--- config.mk ---
export PLATFORM = sky130hd
export DESIGN_NAME = controlador_display
export DESIGN_NICKNAME = d
export VERILOG_FILES = /design/src/rtl/controlador_display.sv
export SDC_FILE = /design/constraint.sdc
export NUM_CORES = 1
export LEC_CHECK = 0
export CELL_PAD_IN_SITES_DETAIL_PLACEMENT = 1
export CELL_PAD_IN_SITES_GLOBAL_PLACEMENT = 1
export CORE_MARGIN = 5
export CORE_UTILIZATION = 48
export DETAILED_ROUTE_END_ITERATION = 7
export GPL_ROUTABILITY_DRIVEN = 0
export PLACE_DENSITY_LB_ADDON = 0.1
export SLEW_MARGIN = 5
export SYNTH_ARGS = -nofsm -noshare
export SYNTH_HDL_FRONTEND = slang
export SYNTH_SLANG_ARGS = --single-unit
--- constraint.sdc ---
create_clock -name clock -period 3.73 [get_ports clock]
set_clock_uncertainty 0.2 [all_clocks]
set_input_delay 0.373 -clock clock [delete_from_list [all_inputs] [get_ports clock]]
set_output_delay 0.373 -clock clock [all_outputs]
set_load 0.05 [all_outputs]
--- src/rtl/controlador_display.sv ---
// Time-multiplexed scan controller for a bank of common-anode 7-segment digits
// sharing one decoder, with a double-buffered load, guard time and zero blanking.
module controlador_display #(
    parameter int NUM_DIGITOS   = 4,
    parameter int DIV_VARREDURA = 50000,
    parameter int TEMPO_GUARDA  = 500,
    parameter int APAGAR_ZEROS  = 1
) (
    input  logic                     clock,
    input  logic                     reset,
    input  logic                     carregar,
    input  logic [4*NUM_DIGITOS-1:0] valor,
    output logic                     pronto,
    output logic [3:0]               entrada_decod,
    output logic [NUM_DIGITOS-1:0]   digito_sel,
    output logic                     erro_bcd
);
    localparam int IW = (NUM_DIGITOS > 1) ? $clog2(NUM_DIGITOS) : 1;
    localparam int CW = (DIV_VARREDURA > 1) ? $clog2(DIV_VARREDURA) : 1;
    localparam int VW = 4 * NUM_DIGITOS;

    logic [IW-1:0] idx;
    logic [CW-1:0] cnt;
    logic [VW-1:0] sombra;
    logic [VW-1:0] exibido;
    logic          pendente;

    logic          fim_slot;
    logic          fim_quadro;
    logic          guarda;
    logic          valor_invalido;
    logic          apagar_lz;
    logic          zeros_acima;
    logic [3:0]    nibble;

    assign fim_slot   = (cnt == CW'(DIV_VARREDURA - 1));
    assign fim_quadro = fim_slot && (idx == IW'(NUM_DIGITOS - 1));
    assign guarda     = (cnt < CW'(TEMPO_GUARDA));
    assign nibble     = exibido[{idx, 2'b00} +: 4];
    assign pronto     = !pendente;

    always_comb begin
        valor_invalido = 1'b0;
        for (int i = 0; i < NUM_DIGITOS; i++)
            if (valor[4*i +: 4] > 4'd9) valor_invalido = 1'b1;
    end

    // Walk from the top digit down; a digit is a leading zero when it and all
    // higher digits are 4'h0. Invalid nibbles are nonzero and stop the run.
    always_comb begin
        apagar_lz   = 1'b0;
        zeros_acima = 1'b1;
        for (int i = NUM_DIGITOS - 1; i >= 0; i--) begin
            zeros_acima = zeros_acima && (exibido[4*i +: 4] == 4'h0);
            if (IW'(i) == idx)
                apagar_lz = zeros_acima && (i != 0) && (APAGAR_ZEROS != 0);
        end
    end

    always_comb begin
        entrada_decod = 4'hF;
        digito_sel    = '1;
        if (!guarda && !apagar_lz) begin
            entrada_decod = (nibble > 4'd9) ? 4'hF : nibble;
            digito_sel    = ~(NUM_DIGITOS'(1) << idx);
        end
    end

    always_ff @(posedge clock or posedge reset) begin
        if (reset) begin
            idx      <= '0;
            cnt      <= '0;
            sombra   <= '0;
            exibido  <= '0;
            pendente <= 1'b0;
            erro_bcd <= 1'b0;
        end else begin
            if (fim_slot) begin
                cnt <= '0;
                idx <= (idx == IW'(NUM_DIGITOS - 1)) ? '0 : idx + 1'b1;
            end else begin
                cnt <= cnt + 1'b1;
            end

            // Commit only at the frame boundary so no frame mixes old and new digits.
            if (pendente) begin
                if (fim_quadro) begin
                    exibido  <= sombra;
                    pendente <= 1'b0;
                end
            end else if (carregar) begin
                sombra   <= valor;
                pendente <= 1'b1;
                erro_bcd <= valor_invalido;
            end
        end
    end
endmodule

=== Word level (Yosys, flattened, before mapping) ===
Cells that the tools add are included.

* Flip-flop bits (word level): 52
* Latch bits: 0
* RAM bits: 0
* ROM bits: 0
* Bits of input ports: 19
* Output and inout bits: 10
* Logic and storage cells: 52
* Memories kept: 0

* Add/sub/neg operators: 2
* Multiply operators: 0
* Divide/modulo/power cells: 0
* Magnitude comparators: 6
* Eq/ne operators: 5
* Shift-type cells: 2
* Mux-type cells: 16
* Bitwise logic cells: 2
* Reductions and logical operators: 13

{| class="wikitable"
|+ Operator list
! cell !! number
|-
| greater-than comparator 4 bit, second input constant || 5
|-
| adder 16 x 1 -> 16 bit, second input constant || 1
|-
| equality test 16 bit, second input constant || 1
|-
| < comparator 16 x 9 -> 1 bit, second input constant || 1
|-
| 2-to-1 mux 16 bit || 1
|-
| variable part select 16 x 5 -> 4 bit || 1
|-
| zero test 4 bit || 3
|-
| 2-to-1 mux 4 bit || 3
|-
| 2-to-1 mux 1 bit || 11
|-
| equality test 2 bit, first input constant || 2
|-
| logical AND 1 bit || 4
|-
| NOT 4 bit || 1
|-
| AND reduction 2 bit || 2
|-
| left shift 1 x 2 -> 4 bit, first input constant || 1
|-
| zero test 1 bit || 3
|-
| adder 2 x 1 -> 2 bit, second input constant || 1
|-
| equality test 1 x 2 -> 1 bit, first input constant || 1
|-
| equality test 2 bit, second input constant || 1
|-
| zero test 2 bit || 1
|-
| 2-to-1 mux 2 bit || 1
|-
| NOT 1 bit || 1
|}

=== Logic depth before layout (Yosys ltp) ===
Gate-level depths: netlist of the first run.

* Word-level depth: 8
* Mapped depth: 7

=== Worst setup path before layout of the first run ===
Ideal clock, no wire load.

* Kind: reg-to-output
* Start: register idx[0]
* End: output port digito_sel[1]
* Arrival time: 1.929 ns
* Slack: 1.228 ns
* Stages on the path, launching flop included: 8
* Path through: dfrtp_1 > clkbuf_1 > inv_1 > ha_1 > nor3b_1 > a31oi_1 > a211o_1 > nand3_1

* Longest elaborated chain between the ends: 8
* Elaborated cells between the ends (all ways): 13
* Classes of those cells: eq/ne: 3; shift: 1; mux: 5; bitwise: 1; reduce/logical: 3

{| class="wikitable"
|+ RTL lines
! element !! RTL line !! source
|-
| start: declaration || 22 || <nowiki>logic [IW-1:0] idx;</nowiki>
|-
| start signal: assignment || 80 || <nowiki>idx <= (idx == IW'(NUM_DIGITOS - 1)) ? '0 : idx + 1'b1;</nowiki>
|-
| equality test 2 bit || 55 || <nowiki>if (IW'(i) == idx)</nowiki>
|-
| 2-to-1 mux 1 bit (4 in a row) || 55 ||
|-
| zero test 1 bit || 63 || <nowiki>if (!guarda && !apagar_lz) begin</nowiki>
|-
| logical AND 1 bit || 63 ||
|-
| 2-to-1 mux 4 bit (*) || 63 ||
|-
| end: declaration || 15 || <nowiki>output logic [NUM_DIGITOS-1:0] digito_sel,</nowiki>
|}

Every way passes the cells marked *; elsewhere a longest branch is shown, timed or not.

=== Final worst setup path of the first run ===
* Start: register idx[0]
* End: output port digito_sel[2]

Same word-level chain as after synthesis.

==> results of run 1 <==
flip-flops by register name, indices dropped and copies added, names as in the netlist:
name      cells
cnt          16
erro_bcd      1
exibido      16
idx           2
pendente      1
sombra       16
synth_stat cells (4+ instances only):
library cell | number | area share [%]
dfrtp_1 | 52 | 53
mux2_2 | 23 | 11
nor2_1 | 13 | 2.0
nand3_1 | 11 | 2.2
mux2_4 | 9 | 5.5
inv_1 | 8 | 1.2
nand2_1 | 8 | 1.2
o21ai_0 | 8 | 1.6
nor4_1 | 6 | 1.5
xnor2_1 | 6 | 2.1
a21oi_1 | 5 | 1.0
clkbuf_1 | 5 | 0.76
ha_1 | 5 | 2.5
nor3_1 | 5 | 1.0
xor2_1 | 5 | 1.8
mux4_2 | 4 | 3.7
nand4_1 | 4 | 1.0
power breakdown:
part / switching [mW] / total, mW / internal, mW / leakage, nW
clock: 0.178 / 0.329 / 0.151 / 0.0445
sequential: 0.0123 / 0.597 / 0.585 / 0.679
combinational: 0.0260 / 0.0610 / 0.0351 / 0.526
total: 0.216 / 0.987 / 0.771 / 1.25
cell families after synthesis:
| family | after synthesis | synth area share (%) |
|---|---|---|
| simple gates | 60 | 13.71 |
| fa+ha+maj | 5 | 2.538 |
| buf+inv | 15 | 3.249 |
| flops | 52 | 52.79 |
| xor+xnor | 11 | 3.909 |
| compound gates | 18 | 4.163 |
| mux | 36 | 19.64 |
metrics by stage:
step / power, mW / setup WS [ns]
2_1_floorplan: 0.6364 / 1.228
3_3_place_gp: 0.6659 / 0.7348
3_5_place_dp: 0.6720 / 0.6516
4_1_cts: 1.001 / 0.2360
5_1_grt: 1.035 / 0.04236
6_report: 0.9868 / 0.2346
worst max path at each step:
stage / endpoint / from / cells after the start
floorplan: digito_sel[1] / idx[0] / 7
global placement: digito_sel[3] / idx[0] / 7
detailed placement: entrada_decod[0] / idx[0] / 7
CTS: entrada_decod[0] / idx[0] / 7
global route: digito_sel[2] / idx[0] / 7
finish: digito_sel[2] / idx[0] / 7
metal layers:
metal	global-route usage (%)	vias up	wire length (um)
li1	-	776	-
met1	21.08	857	2169
met2	36.24	31	3044
met3	3.399	10	123
met4	6.146	0	75
met5	0	-	0
cells in the final DEF, fill, tap and decap left out, types with 2 or more instances in the layout:
master           instances
nand4_1                  4
nor2_1                  13
clkbuf_8                 6
clkdlybuf4s50_1         28
nor4_1                   6
nor2b_1                  2
and3_1                   2
xor2_1                   5
mux2_2                  23
dfrtp_1                 52
a21oi_1                  5
mux4_2                   4
o21ai_0                  8
nor3_1                   5
mux2_4                   9
buf_4                    3
inv_1                    7
ha_1                     5
a31oi_1                  2
nand2_1                  8
xnor2_1                  6
nand3_1                 11
final cells by class:
cell class / instances / area (sq um) / area share (%)
Clock buffer: 7 / 86.33 / 2.978
Clock inverter: 1 / 7.507 / 0.2590
Multi-Input combinational cell: 130 / 1084 / 37.38
Inverter: 8 / 30.03 / 1.036
Tap cell: 70 / 87.58 / 3.021
Timing Repair Buffer: 31 / 302.8 / 10.44
Sequential cell: 52 / 1301 / 44.89
worst reg2reg max path, stage by stage (launching register included):
cell,delay [ns]
dfrtp_1,0.46
or4_4,0.56
nor4_4,0.27
buf_4,0.25
and3_1,0.18
buf_4,0.28
mux2_2,0.38
==> impl_metrics.ini, run 1 <==
[clock_tree]
cts.hold.buffers_added = 0
clk_latency_ns = 0.30
cts_buffers = 5
cts_max_level = 2
cts_tree = built
clkSlewWorstSetupHoldPaths_ns = 0.09
post_cts_resize_count = 0
cts_buffer_depth = 2
cts_root_buf = clkbuf_8
cts.sinks = 52
post_cts_buffers = 0

[sta]
relSlewSlack_pct = 29.51
timing.hold.ws_ns = 0.2950
worst_pin_slew_ns = 1.056
setup_viol = 0
rsz0062_at_grt = false
period_needed_ns = 3.495
clock.fmax_mhz = 286.1
report.final.slew_viol_count = 0
tns_ns = 0
finalCritPeriodShare_pct = 93.71
finalHoldViolations = 0

[pwr]
p_per_area_nw_per_um2 = 340.4
ir_drop_uv = 316.9
power.leakage_nw = 1.249

[worst_hold_path]
worst_hold_path.num_cells = 1
min_from = cnt[5]
hp-class = reg -> reg
hold-path-endpoint = cnt[5]

[floorplan]
die-area_sq_um = 6668
core_area_sq_um = 5042
ioPinCount = 29
fp.dieH_um = 81.66
rows = 26
start_util_pct = 48.88
die_x_um = 81.66

[critical_path]
critPathCaptureType = output pin
r2r-start = cnt[10]
crit_fanout = 8
startpoint_type = register
criticalPathCategory = reg -> out
crit_path_cell_trace = inv_1 -> ha_1 -> nor3b_1 -> a31oi_1 -> a211o_1 -> nand3_1 -> clkdlybuf4s50_1
slowest_delay_ns = 0.81
reg2reg_to = exibido[13]
critPathBufInv = 2
path_delay_family = buffers and inverters
rr_worst_depth = 6
r2r_slack_ns = 1.04
critPathArrivalTime_ns = 2.92
cp.required_ns = 3.16
slowest_stage = clkdlybuf4s50_1

[routing]
wl_per_cell_um = 18.10
firstDrtPassIters = 4
vias = 1674
routed_wirelength_mm = 5.413
ant_nets = 0
first_iter_violations = 73
drc = 0
avgViaCountPerCell = 5.599

[global_route]
gr-total-overflow = 0
grt_pass1_vias = 1918
antenna_found_initial = 0
grt_pass1_wl_mm = 9.522
grt_start_max_net_pins = 53
gr-usage-all-layers_pct = 18.97

[cells_and_area]
final_cell_area_sq_um = 2899
fillCellCount = 527
fin_cells = 299
final_util_pct = 57.49
diodes = 0
drive_gt1_share_pct = 21.83
nets = 252
syn_to_final_growth_pct = 17.61

[yosys]
netlist_area_sq_um = 2465
syn_area_per_cell_sq_um = 12.51
synth-async-reset-ratio_pct = 100.0
seq_area_frac_synth_pct = 52.79
synth.distinct_cells = 34
ys.flop_type = dfrtp_1
ys_seq_elements = 52
synth_nets = 221
synth-warning-count = 0
synthCells = 197
synth-edff-count = 0

[place]
place.detailed.hpwl_mm = 3.957
place_area_sq_um = 2805
portBuffers = 28
dp.cells = 291

[flow_run]
max_cap_violations = 0

[status]
status = finished clean
No activity file was read; power rests on OpenSTA's default activity.
==> inputs of run 2 (changes only) <==
--- a/constraint.sdc
+++ b/constraint.sdc
@@ -4,2 +4,2 @@
 set_output_delay 0.373 -clock clock [all_outputs]
-set_load 0.05 [all_outputs]
+set_load 0.1 [all_outputs]
==> impl_metrics.ini, run 2 (synthesis results as in run 1) <==
[cells_and_area]
final_common_cell = dfrtp_1
top_regs = cnt: 16 flops, exibido: 16 flops, sombra: 16 flops
mostFrequentLayoutCells = dfrtp_1, mux2_2, clkdlybuf4s50_1, nor2_1
nets = 252
drive_gt1_share_pct = 24.89
fillCellCount = 520
syn_to_final_growth_pct = 16.65
diodes = 0
final_util_pct = 57.02

[sta]
setup_viol = 0
tns_ns = 0
finalHoldViolations = 0
rsz0062_at_grt = false
relSlewSlack_pct = 28.76
worst_pin_slew_ns = 1.067
finalCritPeriodShare_pct = 78.50
report.final.slew_viol_count = 0
period_needed_ns = 2.928
clock.fmax_mhz = 341.5

[floorplan]
fp.dieH_um = 81.66
core_area_sq_um = 5042
die_x_um = 81.66
start_util_pct = 48.88
rows = 26
ioPinCount = 29
die-area_sq_um = 6668

[global_route]
grt_pass1_vias = 1876
gr-total-overflow = 0
antenna_found_initial = 0
grt_pass1_wl_mm = 9.101
gr-usage-all-layers_pct = 18.01
grt_start_max_net_pins = 53

[place]
place.detailed.hpwl_mm = 3.989
portBuffers = 28

[clock_tree]
cts_buffers = 5
clk_latency_ns = 0.30
cts_root_buf = clkbuf_8
cts_tree = built
cts.hold.buffers_added = 0
post_cts_resize_count = 0
post_cts_buffers = 0
cts_max_level = 2
clkSlewWorstSetupHoldPaths_ns = 0.09
cts.sinks = 52
cts_buffer_depth = 2

[routing]
firstDrtPassIters = 4
avgViaCountPerCell = 5.485
first_iter_violations = 51
ant_nets = 0
vias = 1640
drc = 0
routed_wirelength_mm = 5.353
wl_per_cell_um = 17.90

[pwr]
power_uw = 989.3
p_per_area_nw_per_um2 = 344.1
ir_drop_uv = 199.5
power.leakage_nw = 1.248

[critical_path]
critPathArrivalTime_ns = 2.35
rr_worst_depth = 6
crit_fanout = 8
slowest_stage = dfrtp_1
crit_path_cell_trace = inv_1 -> ha_1 -> nor3b_1 -> a31oi_1 -> a211o_1 -> nand3_1 -> buf_4
criticalPathCategory = reg -> out
critPathCaptureType = output pin
cp.required_ns = 3.16
startpoint_type = register
slowest_delay_ns = 0.57

[worst_hold_path]
worst_hold_path.num_cells = 1
hp-class = reg -> reg

[status]
status = finished clean

[flow_run]
max_cap_violations = 0
## run 2: cell types whose count changed in the layout (fill, tap and decap cells not counted)
cell and delta:
buf_4 +8, clkbuf_1 +1, clkdlybuf4s50_1 -8, clkinvlp_4 -1
## run 2: area by class of cell
class | count | area (sq um) | area share [%]
Multi-Input combinational cell | 130 | 1084 | 37.68
Timing Repair Buffer | 31 | 282.8 | 9.835
Inverter | 8 | 30.03 | 1.044
Sequential cell | 52 | 1301 | 45.26
Tap cell | 70 | 87.58 | 3.046
Clock buffer | 8 | 90.09 | 3.133
## run 2: power breakdown
group	internal, mW	switching (mW)
logic	0.0351	0.0315
registers	0.585	0.0128
clock network	0.152	0.174
## run 2: worst max-delay path: cells and delay by family, from the launching register on
family	cells	cell delay [ns]
DFF	1	0.57
AOI/OAI and AO/OA	2	0.45
buffers and inverters	2	0.43
and+or+nand+nor	2	0.34
adders and majority gates	1	0.26
## run 2: final timing paths
kind / from / to / slack (ns)
worst max-delay path: idx[0] / digito_sel[2] / 0.80
worst min-delay path: cnt[0] / cnt[0] / 0.30
worst max register to register: cnt[11] / exibido[1] / 1.04
worst min register to register: cnt[0] / cnt[0] / 0.30
max in group asynchronous: reset / sombra[7] / 2.22
min in group asynchronous: reset / cnt[10] / 0.46
## run 2: routing by layer
layer	GRT usage [%]	wire, um
met1	19.24	2080
met2	35.02	3079
met3	3.509	127
met4	5.980	66
met5	0	0
## run 2: through the flow
step	instances	instance area [sq um]	worst slack, ns	hold slack (ns)
after floorplan	197	2465	0.8788	0.2547
after global placement	291	2785	1.135	0.2729
after detailed placement	291	2785	1.071	0.2902
after CTS	299	2875	0.7835	0.3026
after global routing	299	2875	0.6814	0.3264
final	299	2875	0.8021	0.2965
==> inputs of run 3 (changes only) <==
Settings changed: CORE_UTILIZATION 48 to 40.
Clock period 3.73 ns to 2.66 ns, I/O delays scaled along.
==> impl_metrics.ini, run 3 (synthesis results as in run 1) <==
[cells_and_area]
syn_to_final_growth_pct = 25.33
top_regs = cnt: 16 flops, exibido: 16 flops, sombra: 16 flops
nets = 258
mostFrequentLayoutCells = dfrtp_1, mux2_2, clkdlybuf4s50_1, nor2_1, nand3_1
drive_gt1_share_pct = 30.64
final_common_cell = dfrtp_1
diodes = 0

[critical_path]
critPathArrivalTime_ns = 2.11
crit_fanout = 8
crit_path_cell_trace = or4_4 -> nor4_4 -> o31ai_4 -> nand4_1 -> buf_12
path_delay_family = simple AND/OR/NAND/NOR gates
slowest_delay_ns = 0.59
criticalPathCategory = reg -> out
cp.required_ns = 2.19
startpoint_type = register
slowest_stage = or4_4
critPathBufInv = 1
critPathCaptureType = output pin

[routing]
vias = 1661
avgViaCountPerCell = 5.358
ant_nets = 0
firstDrtPassIters = 4
routed_wirelength_mm = 5.599
drc = 0
wl_per_cell_um = 18.06
first_iter_violations = 31

[clock_tree]
cts_buffer_depth = 2
cts_max_level = 2
cts_buffers = 5
cts_tree = built
cts_root_buf = clkbuf_8
cts.sinks = 52
clkSlewWorstSetupHoldPaths_ns = 0.09
clk_latency_ns = 0.30

[global_route]
grt_pass1_wl_mm = 9.625
grt_pass1_vias = 1914
grt_start_max_net_pins = 23
antenna_found_initial = 0
gr-total-overflow = 0
gr-usage-all-layers_pct = 16.27

[pwr]
power_mw = 1.457
ir_drop_uv = 312.1
power.leakage_nw = 1.357
p_per_area_nw_per_um2 = 471.5

[sta]
clock.fmax_mhz = 388.6
finalHoldViolations = 0
relSlewSlack_pct = 74.71
report.final.slew_viol_count = 0
setup_viol = 0
rsz0062_at_grt = true
finalCritPeriodShare_pct = 96.74
timing.hold.ws_ns = 0.04625
period_needed_ns = 2.573
worst_pin_slew_ns = 0.3759

[floorplan]
die-area_sq_um = 7832
core_area_sq_um = 5956
fp.dieH_um = 88.50
start_util_pct = 41.39
ioPinCount = 29
die_x_um = 88.50
rows = 28

[place]
place.detailed.hpwl_mm = 4.384
portBuffers = 28

[flow_run]
max_cap_violations = 0

[status]
status = finished clean

[worst_hold_path]
hp-class = in -> async
## run 3: cell count changes in the layout (fill, tap and decap cells not counted), moves of 2 or more
cell,before,now
dfrtp_2,0,2
buf_12,0,9
dfrtp_1,52,50
clkdlybuf4s50_1,20,18
## run 3: worst paths after layout
path                          from               end  slack [ns]  cells past startpoint
min reg2reg                 cnt[0]            cnt[0]        0.29                      1
max in group asynchronous    reset        sombra[12]        1.61                      3
max                        cnt[11]  entrada_decod[0]        0.09                      5
min in group clock          cnt[0]            cnt[0]        0.29                      1
max reg2reg                cnt[11]       exibido[15]        0.22                      5
min                          reset         sombra[0]        0.05                      2
## run 3: metrics by stage
step	area [sq um]	worst slack (ns)	TNS (ns)	instances	util (%)
CTS	3065	0.03709	0	310	51.47
floorplan	2471	0.02001	0	197	-
global placement	2934	0.3152	0	300	49.26
detailed placement	2934	0.1810	0	300	49.26
global route	3089	-0.0007689	-0.001174	310	51.87
finish	3089	0.08667	0	310	51.87
## run 3: metal layers
layer  up-vias  part of all wire, %  global-route usage (%)
li1        781                    -                       -
met5         -                    0                       0
met4         0                  1.5                   4.808
met1       851                   39                   18.20
met2        21                   56                   30.93
met3         8                  2.8                   3.259
## run 3: area by class of cell
class | count | area (sq um)
multi-input cells | 130 | 1119
flip-flops and latches | 52 | 1304
clock buffers | 6 | 72.57
inverters | 8 | 30.03
well taps | 75 | 93.84
fillers | 612 | 2867
clock inverters | 2 | 35.03
repair buffers | 37 | 435.4
## run 3: repair_timing
action,CTS,global route
endpoints found under the setup margin,7,7
cloned,0,0
hold buffers,0,0
resized for setup,3,4
setup buffers,2,0
## run 3: report_power, final
part | switching [mW] | internal (mW) | total (mW)
sequential | 0.0174 | 0.820 | 0.837
clock | 0.246 | 0.279 | 0.526
combinational | 0.0435 | 0.0504 | 0.0939
